==> src/rtl/dem_recombiner_pkg.sv <==
`default_nettype none
// ============================================================================
//  Module      : dem_recombiner_pkg
//  Description : Shared sizes and types for the DEM recombiner monitor.
//                INPUT_WIDTH is the width of one element code and of the
//                tree-input reference code; SUM_W holds the sum of all
//                NUM_ELEM codes without truncation.
//  Revision    : 1.0 - initial release
// ============================================================================
package dem_recombiner_pkg;

  localparam int INPUT_WIDTH = 4;
  localparam int NUM_ELEM    = 8;
  localparam int SUM_W       = INPUT_WIDTH + 3;

  typedef logic [INPUT_WIDTH-1:0] elem_code_t;
  typedef logic [SUM_W-1:0]       sum_t;

  // The reference is unsigned, so widening is a plain zero-extension.
  function automatic sum_t zext_ref(input elem_code_t code);
    return sum_t'(code);
  endfunction

endpackage
`default_nettype wire

==> src/rtl/dem_recombiner_if.sv <==
`default_nettype none
// ============================================================================
//  Module      : dem_recombiner_if
//  Description : Bundle of the recombiner data/status signals.
//    valid_i      : x_seg_i qualifies this cycle
//    x_ref_i      : code applied to the tree input
//    x_seg_i      : element codes, elem k at [k*INPUT_WIDTH +: INPUT_WIDTH]
//    clear_i      : synchronous clear of counters and sticky flag
//    sum_o        : recombined sum          sum_valid_o : sum_o/mismatch_o valid
//    mismatch_o   : sum differs from ref    err_sticky_o: any mismatch seen
//    err_cnt_o    : saturating mismatch count
//    act_cnt_o    : per-element saturating activity counts
//    master drives the inputs, slave is the recombiner.
//  Revision    : 1.0 - initial release
// ============================================================================
interface dem_recombiner_if
  import dem_recombiner_pkg::*;
#(
  parameter int ERR_W = 16,
  parameter int ACT_W = 12
);
  logic                            valid_i;
  elem_code_t                      x_ref_i;
  logic [NUM_ELEM*INPUT_WIDTH-1:0] x_seg_i;
  logic                            clear_i;
  sum_t                            sum_o;
  logic                            sum_valid_o;
  logic                            mismatch_o;
  logic                            err_sticky_o;
  logic [ERR_W-1:0]                err_cnt_o;
  logic [NUM_ELEM*ACT_W-1:0]       act_cnt_o;

  modport master (
    output valid_i, x_ref_i, x_seg_i, clear_i,
    input  sum_o, sum_valid_o, mismatch_o, err_sticky_o, err_cnt_o, act_cnt_o
  );

  modport slave (
    input  valid_i, x_ref_i, x_seg_i, clear_i,
    output sum_o, sum_valid_o, mismatch_o, err_sticky_o, err_cnt_o, act_cnt_o
  );
endinterface
`default_nettype wire

==> src/rtl/dem_delay_line.sv <==
`default_nettype none
// ============================================================================
//  Module      : dem_delay_line
//  Description : Free-running shift register, DEPTH stages of WIDTH bits.
//                DEPTH=0 is a combinational pass-through.
//    clk_i   : clock, rising edge
//    reset_i : asynchronous active-low reset, clears all stages
//    din     : data in        dout : data delayed by DEPTH cycles
//  Revision    : 1.0 - initial release
// ============================================================================
module dem_delay_line #(
  parameter int WIDTH = 8,
  parameter int DEPTH = 2
) (
  input  logic             clk_i,
  input  logic             reset_i,
  input  logic [WIDTH-1:0] din,
  output logic [WIDTH-1:0] dout
);

  generate
    if (DEPTH == 0) begin : g_pass
      logic unused_clk_rst;
      assign unused_clk_rst = clk_i ^ reset_i;
      assign dout           = din;
    end else begin : g_shift
      logic [WIDTH-1:0] stage [DEPTH];

      always_ff @(posedge clk_i or negedge reset_i) begin
        if (!reset_i) begin
          for (int i = 0; i < DEPTH; i++) stage[i] <= '0;
        end else begin
          stage[0] <= din;
          for (int i = 1; i < DEPTH; i++) stage[i] <= stage[i-1];
        end
      end

      assign dout = stage[DEPTH-1];
    end
  endgenerate

endmodule
`default_nettype wire

==> src/rtl/dem_recombiner.sv <==
`default_nettype none
// ============================================================================
//  Module      : dem_recombiner
//  Description : Sums the 8 third-layer DEM element codes in a 3-stage
//                adder tree, compares the total with the tree-input code
//                delayed to line up with it, and keeps a saturating
//                mismatch counter, sticky error flag and per-element
//                activity counters.
//    clk_i   : clock, rising edge
//    reset_i : asynchronous active-low reset
//    bus     : dem_recombiner_if.slave (data in, sum/status out)
//  Revision    : 1.0 - initial release
// ============================================================================
module dem_recombiner
  import dem_recombiner_pkg::*;
#(
  parameter int REF_DELAY = 2,
  parameter int ERR_W     = 16,
  parameter int ACT_W     = 12
) (
  input  logic            clk_i,
  input  logic            reset_i,
  dem_recombiner_if.slave bus
);

  elem_code_t             seg      [NUM_ELEM];
  logic [INPUT_WIDTH:0]   s1_sum   [NUM_ELEM/2];
  logic [INPUT_WIDTH+1:0] s2_sum   [NUM_ELEM/4];
  sum_t                   s3_sum;
  logic [2:0]             vld_pipe;   // bit n = valid of stage n+1
  elem_code_t             ref_dly;
  elem_code_t             ref_s1, ref_s2, ref_s3;
  logic                   mismatch;
  logic [ERR_W-1:0]       err_cnt;
  logic                   err_sticky;
  logic [ACT_W-1:0]       act_cnt  [NUM_ELEM];

  generate
    for (genvar k = 0; k < NUM_ELEM; k++) begin : g_unpack
      assign seg[k] = bus.x_seg_i[k*INPUT_WIDTH +: INPUT_WIDTH];
    end
  endgenerate

  dem_delay_line #(
    .WIDTH (INPUT_WIDTH),
    .DEPTH (REF_DELAY)
  ) u_ref_dly (
    .clk_i   (clk_i),
    .reset_i (reset_i),
    .din     (bus.x_ref_i),
    .dout    (ref_dly)
  );

  // Adder tree with the reference riding alongside so both reach stage 3
  // together. Data registers load every clock; the valid bit qualifies them.
  always_ff @(posedge clk_i or negedge reset_i) begin
    if (!reset_i) begin
      vld_pipe <= '0;
      for (int i = 0; i < NUM_ELEM/2; i++) s1_sum[i] <= '0;
      for (int i = 0; i < NUM_ELEM/4; i++) s2_sum[i] <= '0;
      s3_sum <= '0;
      ref_s1 <= '0;
      ref_s2 <= '0;
      ref_s3 <= '0;
    end else begin
      vld_pipe <= {vld_pipe[1:0], bus.valid_i};
      for (int i = 0; i < NUM_ELEM/2; i++)
        s1_sum[i] <= {1'b0, seg[2*i]} + {1'b0, seg[2*i+1]};
      for (int i = 0; i < NUM_ELEM/4; i++)
        s2_sum[i] <= {1'b0, s1_sum[2*i]} + {1'b0, s1_sum[2*i+1]};
      s3_sum <= {1'b0, s2_sum[0]} + {1'b0, s2_sum[1]};
      ref_s1 <= ref_dly;
      ref_s2 <= ref_s1;
      ref_s3 <= ref_s2;
    end
  end

  assign mismatch = vld_pipe[2] & (s3_sum != zext_ref(ref_s3));

  // clear_i has priority: a mismatch on the same edge is dropped.
  always_ff @(posedge clk_i or negedge reset_i) begin
    if (!reset_i) begin
      err_cnt    <= '0;
      err_sticky <= 1'b0;
    end else if (bus.clear_i) begin
      err_cnt    <= '0;
      err_sticky <= 1'b0;
    end else if (mismatch) begin
      err_sticky <= 1'b1;
      if (err_cnt != '1) err_cnt <= err_cnt + ERR_W'(1);
    end
  end

  // Activity is counted on the raw input, not the pipelined copy.
  generate
    for (genvar k = 0; k < NUM_ELEM; k++) begin : g_act
      always_ff @(posedge clk_i or negedge reset_i) begin
        if (!reset_i) begin
          act_cnt[k] <= '0;
        end else if (bus.clear_i) begin
          act_cnt[k] <= '0;
        end else if (bus.valid_i && (seg[k] != '0) && (act_cnt[k] != '1)) begin
          act_cnt[k] <= act_cnt[k] + ACT_W'(1);
        end
      end
      assign bus.act_cnt_o[k*ACT_W +: ACT_W] = act_cnt[k];
    end
  endgenerate

  assign bus.sum_o        = s3_sum;
  assign bus.sum_valid_o  = vld_pipe[2];
  assign bus.mismatch_o   = mismatch;
  assign bus.err_sticky_o = err_sticky;
  assign bus.err_cnt_o    = err_cnt;

endmodule
`default_nettype wire

==> src/flat_wrapper.sv <==
// flat-port wrapper written by rule: the top's interface ports become plain ports
module dem_recombiner_flat import dem_recombiner_pkg::*;
#(
  parameter int REF_DELAY = 2,
  parameter int ERR_W     = 16,
  parameter int ACT_W     = 12
)
  (clk_i, reset_i, bus_valid_i, bus_x_ref_i, bus_x_seg_i, bus_clear_i, bus_sum_o, bus_sum_valid_o, bus_mismatch_o, bus_err_sticky_o, bus_err_cnt_o, bus_act_cnt_o);
  dem_recombiner_if #(.ERR_W(ERR_W), .ACT_W(ACT_W)) bus_i ();
  input  logic clk_i;
  input  logic reset_i;
  input wire logic [$bits(bus_i.valid_i)-1:0] bus_valid_i;
  input wire logic [$bits(bus_i.x_ref_i)-1:0] bus_x_ref_i;
  input wire logic [$bits(bus_i.x_seg_i)-1:0] bus_x_seg_i;
  input wire logic [$bits(bus_i.clear_i)-1:0] bus_clear_i;
  output wire logic [$bits(bus_i.sum_o)-1:0] bus_sum_o;
  output wire logic [$bits(bus_i.sum_valid_o)-1:0] bus_sum_valid_o;
  output wire logic [$bits(bus_i.mismatch_o)-1:0] bus_mismatch_o;
  output wire logic [$bits(bus_i.err_sticky_o)-1:0] bus_err_sticky_o;
  output wire logic [$bits(bus_i.err_cnt_o)-1:0] bus_err_cnt_o;
  output wire logic [$bits(bus_i.act_cnt_o)-1:0] bus_act_cnt_o;
  assign bus_i.valid_i = bus_valid_i;
  assign bus_i.x_ref_i = bus_x_ref_i;
  assign bus_i.x_seg_i = bus_x_seg_i;
  assign bus_i.clear_i = bus_clear_i;
  assign bus_sum_o = bus_i.sum_o;
  assign bus_sum_valid_o = bus_i.sum_valid_o;
  assign bus_mismatch_o = bus_i.mismatch_o;
  assign bus_err_sticky_o = bus_i.err_sticky_o;
  assign bus_err_cnt_o = bus_i.err_cnt_o;
  assign bus_act_cnt_o = bus_i.act_cnt_o;
  dem_recombiner #(.REF_DELAY(REF_DELAY), .ERR_W(ERR_W), .ACT_W(ACT_W)) u_core (.clk_i(clk_i), .reset_i(reset_i), .bus(bus_i));
endmodule
==> config.mk <==
export PLATFORM = sky130hd
export DESIGN_NAME = dem_recombiner_flat
export DESIGN_NICKNAME = d
export VERILOG_FILES = /design/src/rtl/dem_recombiner_pkg.sv /design/src/rtl/dem_recombiner_if.sv /design/src/rtl/dem_delay_line.sv /design/src/rtl/dem_recombiner.sv /design/src/flat_wrapper.sv
export SDC_FILE = /design/constraint.sdc
export NUM_CORES = 1
export LEC_CHECK = 0
export CORE_MARGIN = 2
export CORE_UTILIZATION = 40
export CTS_CLUSTER_SIZE = 16
export DETAILED_ROUTE_END_ITERATION = 6
export SKIP_LAST_GASP = 1
export SLEW_MARGIN = 20
export SYNTH_ARGS = -nofsm -noshare
export SYNTH_HDL_FRONTEND = slang
export SYNTH_SLANG_ARGS = --single-unit
==> constraint.sdc <==
create_clock -name clk_i -period 1.92 [get_ports clk_i]
set_input_delay 0.48 -clock clk_i [delete_from_list [all_inputs] [get_ports clk_i]]
set_output_delay 0.48 -clock clk_i [all_outputs]
set_load 0.02 [all_outputs]
**Word-level counts from Yosys, hierarchy flattened**

Index checks and enable logic that the tools add are counted.

- $add $sub $neg: 16
- Bitwise logic cells: 1
- Equality and inequality tests: 10
- Mux-type cells: 21
- Reductions and logical operators: 35

Operators by type and width:

| kind | number |
|---|---|
| $mux W12 | 16 |
| $add A12 B1 Y12 const B | 8 |
| $ne A12 B12 Y1 const B | 8 |
| $mux W16 | 3 |
| $reduce_bool A4 Y1 | 8 |
| $add A4 B4 Y5 | 4 |
| $reduce_bool A2 Y1 | 10 |
| $add A16 B1 Y16 const B | 1 |
| $logic_and A1 B1 Y1 | 16 |
| $ne A16 B16 Y1 const B | 1 |
| $add A5 B5 Y6 | 2 |
| $add A6 B6 Y7 | 1 |
| $ne A7 B4 Y1 | 1 |
| $mux W1 | 2 |
| $reduce_and A2 Y1 | 1 |
| $and A1 B1 Y1 | 1 |

- Input bits: 40
- Output and inout port bits: 122
- Flip-flop bits (word level): 175

**Depth between registers and ports, before layout**

- Depth after elaboration: 5
- Depth in mapped cells: 7

**Modules after synthesis**

From an unflattened synthesis, not the netlist that was laid out.

- Cells, all modules: 827
- Area, all modules: 8,901.0 µm²

Modules (own cells, without submodules):

| module | area an instance (µm²) | instances | seq. area each (µm²) | cells an instance |
|---|---|---|---|---|
| dem_recombiner | 8,670.8 | 1 | 4,179.0 | 815 |
| dem_delay_line | 230.2 | 1 | 200.2 | 12 |

**Worst setup path before layout**

OpenSTA, ideal clock, no wires.

- Path type: reg-to-output
- From: reg u_core.s3_sum[1] (netlist: u_core.bus.sum_o[1])
- To: out bus_mismatch_o
- Cell stages (with the launch flop): 5
- Path buffers: 0
- Arrival time: 1,456 ps
- Path slack: -16 ps
- Cells stage by stage: dfrtp_1 xor2_1 or4_4 or2_1 and2_4

- Cells in the longest elaborated chain, start to end: 2

RTL lines:

| item | line | source |
|---|---|---|
| from (decl) | dem_recombiner.sv:29 | `sum_t s3_sum;` |
| from (signal assigned) | dem_recombiner.sv:71 | `s3_sum <= {1'b0, s2_sum[0]} + {1'b0, s2_sum[1]};` |
| $ne A7 B4 Y1 | dem_recombiner.sv:78 | `assign mismatch = vld_pipe[2] & (s3_sum != zext_ref(ref_s3));` |
| $and A1 B1 Y1 | dem_recombiner.sv:78 |  |
| to (decl) | flat_wrapper.sv:18 | `output wire logic [$bits(bus_i.mismatch_o)-1:0] bus_mismatch_o;` |

No other way between the ends.

**Worst setup path after layout**

Same ends and word-level chain as after synthesis.

==> impl_metrics.tcl <==
set metrics [dict create \
    status "finished, violations left" \
    violations "setup timing" \
    setup_viol_count_final 2 \
    slew_headroom_pct 62.1 \
    fin_crit_sh_pct 125 \
    fin_nets 1171 \
    dpl_cell_area_mm2 0.0114 \
    multiInputGateArea_mm2 0.00418 \
    drive_gt1_share_pct 15.8 \
    synth_seq_cells 175 \
    synth_top_area_share_pct 50.5 \
    ys_seq_area_share_pct 50.5 \
    hold_path.class "register to register" \
    intPower_mw 6.97 \
    drc 0 \
    insertion_delay_ns 0.43 \
    worst_slew_pin_slew_ns 0.562 \
    ir_drop_mv 0.557 \
    cts_tree "done" \
    drt_iter0_markers 317 \
    swShare_pct 27.2 \
    wl_per_cell_um 14.8 \
    via_per_inst 5.06 \
    yosys.cell_count.top_type "dfrtp_1" \
    end_kind "output port" \
    fin_crit_ns 2.39 \
    yosysWarnings 0 \
    async_flop_share_pct 100 \
    drt-met1-wl_um 9430 \
    p_clk_share_pct 36.2 \
    p_seq_share_pct 43.7 \
    synth_top_area_cell "dfrtp_1" \
    fillers 1927 \
    crit_chain "xor2_1 > or4_4 > or2_1 > and2_4 > buf_6" \
    rsz0062_at_grt "yes" \
    worst_setup_path_start_kind "register" \
    grt_pass1_vias 6607 \
    row_count 53 \
    met2_length_um 9720 \
    switchingPower_mw 2.61 \
    ant_nets 0 \
    top_layer "met4" \
    synth_flop_cell "dfrtp_1" \
    die_x_um 151 \
    die_h_um 151 \
    clock_path_buffers 2 \
    synth.distinct_cells 59 \
    cts.clk_slew.worst_paths_ns 0.07 \
    worstPathRequired_ns 1.44 \
    clock-skew-final_ns 0.0163 \
    utilization_pct 56.4 \
    cp_top_family "simple AND/OR/NAND/NOR gates" \
    antenna_found_initial 0 \
    slowest_delay_ns 0.41 \
    seq_area_mm2 0.00438 \
    p_per_area_mw_per_mm2 803 \
    path_buf_inv 1 \
    synth_common_cells "dfrtp_1 (175), nor2_1 (109), xnor2_1 (50)" \
    design.core.area_mm2 0.0212 \
    dr_wl_met3_um 847 \
    crit_type "register to output port" \
    cp_max_fo 2 \
    dieArea_mm2 0.0229 \
    avgSynthCellArea_um2 10.7 \
    area_growth_pct 37.8 \
    hold_viol 0 \
    power.leakage_nw 5.80 \
    synthTopCellsByArea "dfrtp_1 (51%), ha_1 (5.9%), xnor2_1 (5.1%)" \
    crit_slowest_cell "dfrtp_2" \
    comb_power_share_pct 20.2 \
    num_antenna_cells 0 \
    gp_congestion 0.804 \
    grt_max_degree 65 \
    dpl.hpwl_um 14600 \
    portBuffers 161 \
    synth-edff-count 0 \
    maxCapViolCount 0 \
    vias 6939 \
    finalWirelength_um 20300 \
    cts_inserted_buffers 17 \
    initial_core_util_pct 41.0 \
    clock.fmax_mhz 418 \
    grt_pass1_wl_um 33000 \
    final-max-slew-violation-count 0 \
    cp_data_arrival_time_ns 1.91 \
    design_area_mm2 0.0119 \
    h-tree-depth 4 \
    ios 162 \
    overflow 0 \
    cts_sinks 175 \
    layout_setup_ws_ns -0.474 \
    synth_nets 897 \
    root_buffer "clkbuf_16" \
    netlist_area_mm2 0.00866 \
    first_pass_iters 4 \
    postSynthCellCount 809 \
    grt_use_total_pct 18.2 \
]
## final cells by class
type                    instances  area share [%]
flip-flops and latches        175            36.7
multi-input cells             598            35.0
repair buffers                273            20.0
clock buffers                  21            3.77
well taps                     275            2.88
clock inverters                11            1.12
inverters                      18           0.566
## layer usage
metal / global-route usage, % / up-vias
li1: - / 3424
met1: 24.6 / 3332
met2: 29.7 / 165
met3: 3.58 / 18
met4: 5.65 / 0
met5: 0 / -
## per-stage QoR
step	hold slack [ns]	total power, mW	TNS (ns)	setup slack [ns]	instances
4_1_cts	0.345	9.70	-0.515	-0.515	1365
5_1_grt	0.345	10.1	-0.827	-0.550	1371
6_report	0.342	9.58	-0.496	-0.474	1371
3_5_place_dp	0.335	6.27	-23.82	-0.436	1331
2_1_floorplan	0.184	5.30	0	0.00876	809
3_3_place_gp	0.334	6.25	-22.40	-0.423	1331
## layout by cell type (no fill, tap or decap), types with 9 or more instances in the layout
master           count
dfrtp_1            174
dlygate4sd2_1      119
nor2_1             107
buf_4              103
xnor2_1             50
xor2_1              43
ha_1                41
nand3_1             38
nand2_1             37
clkdlybuf4s50_1     37
a21oi_1             32
o21ai_0             22
nor3_1              22
nand4_1             19
inv_1               18
clkbuf_16           17
and3_1              15
nor2b_1             14
and4_1              14
nand2b_1            13
a21o_1              12
nor4_1              11
mux2i_1              9
or3_1                9
## state kept, by name, indices dropped and copies added, names as in the netlist, 4 cells and up
signal / count
u_core.bus.act_cnt_o: 96
u_core.s1_sum: 20
u_core.bus.err_cnt_o: 16
u_core.s2_sum: 12
u_core.bus.sum_o: 7
u_core.ref_s1: 4
u_core.ref_s2: 4
u_core.ref_s3: 4
u_core.u_ref_dly.dout: 4
u_core.u_ref_dly.g_shift.stage: 4
## power by group through the flow
stage	Sequential, mW	Combinational (mW)	Clock [mW]
floorplan	4.37	0.936	0
global route	4.22	2.18	3.73
detailed placement	4.26	2.01	0
finish	4.19	1.93	3.47
CTS	4.19	1.94	3.57
global placement	4.25	1.99	0
## kinds of logic after synthesis
group,share of synthesized area (%)
flops,50.5
mux,1.86
buf+inv,1.67
fa+ha+maj,7.54
simple gates,20.8
compound gates,8.17
xor+xnor,9.40
## what timing repair did
action                                  4_1_cts  5_1_grt
buffers inserted                              1        4
hold endpoints to repair                     23        0
pin swaps                                     1        1
endpoints found under the setup margin      120       17
resized for setup                           125       11
gates cloned                                  0        2
hold buffers                                  1        0
## final timing paths
check,depth (start not counted),from,slack (ns),end
worst max register to register,8,u_core.bus.sum_o[1],-0.02,u_core.bus.err_cnt_o[15]
max in group asynchronous,3,reset_i,0.78,u_core.bus.sum_o[1]
worst min register to register,0,u_core.ref_s1[0],0.34,u_core.ref_s2[0]
worst max-delay path,5,u_core.bus.sum_o[1],-0.47,bus_mismatch_o
min in group asynchronous,2,reset_i,0.49,u_core.bus.act_cnt_o[65]
worst min-delay path,0,u_core.ref_s1[0],0.34,u_core.ref_s2[0]
(Power assumes the default switching activity.)
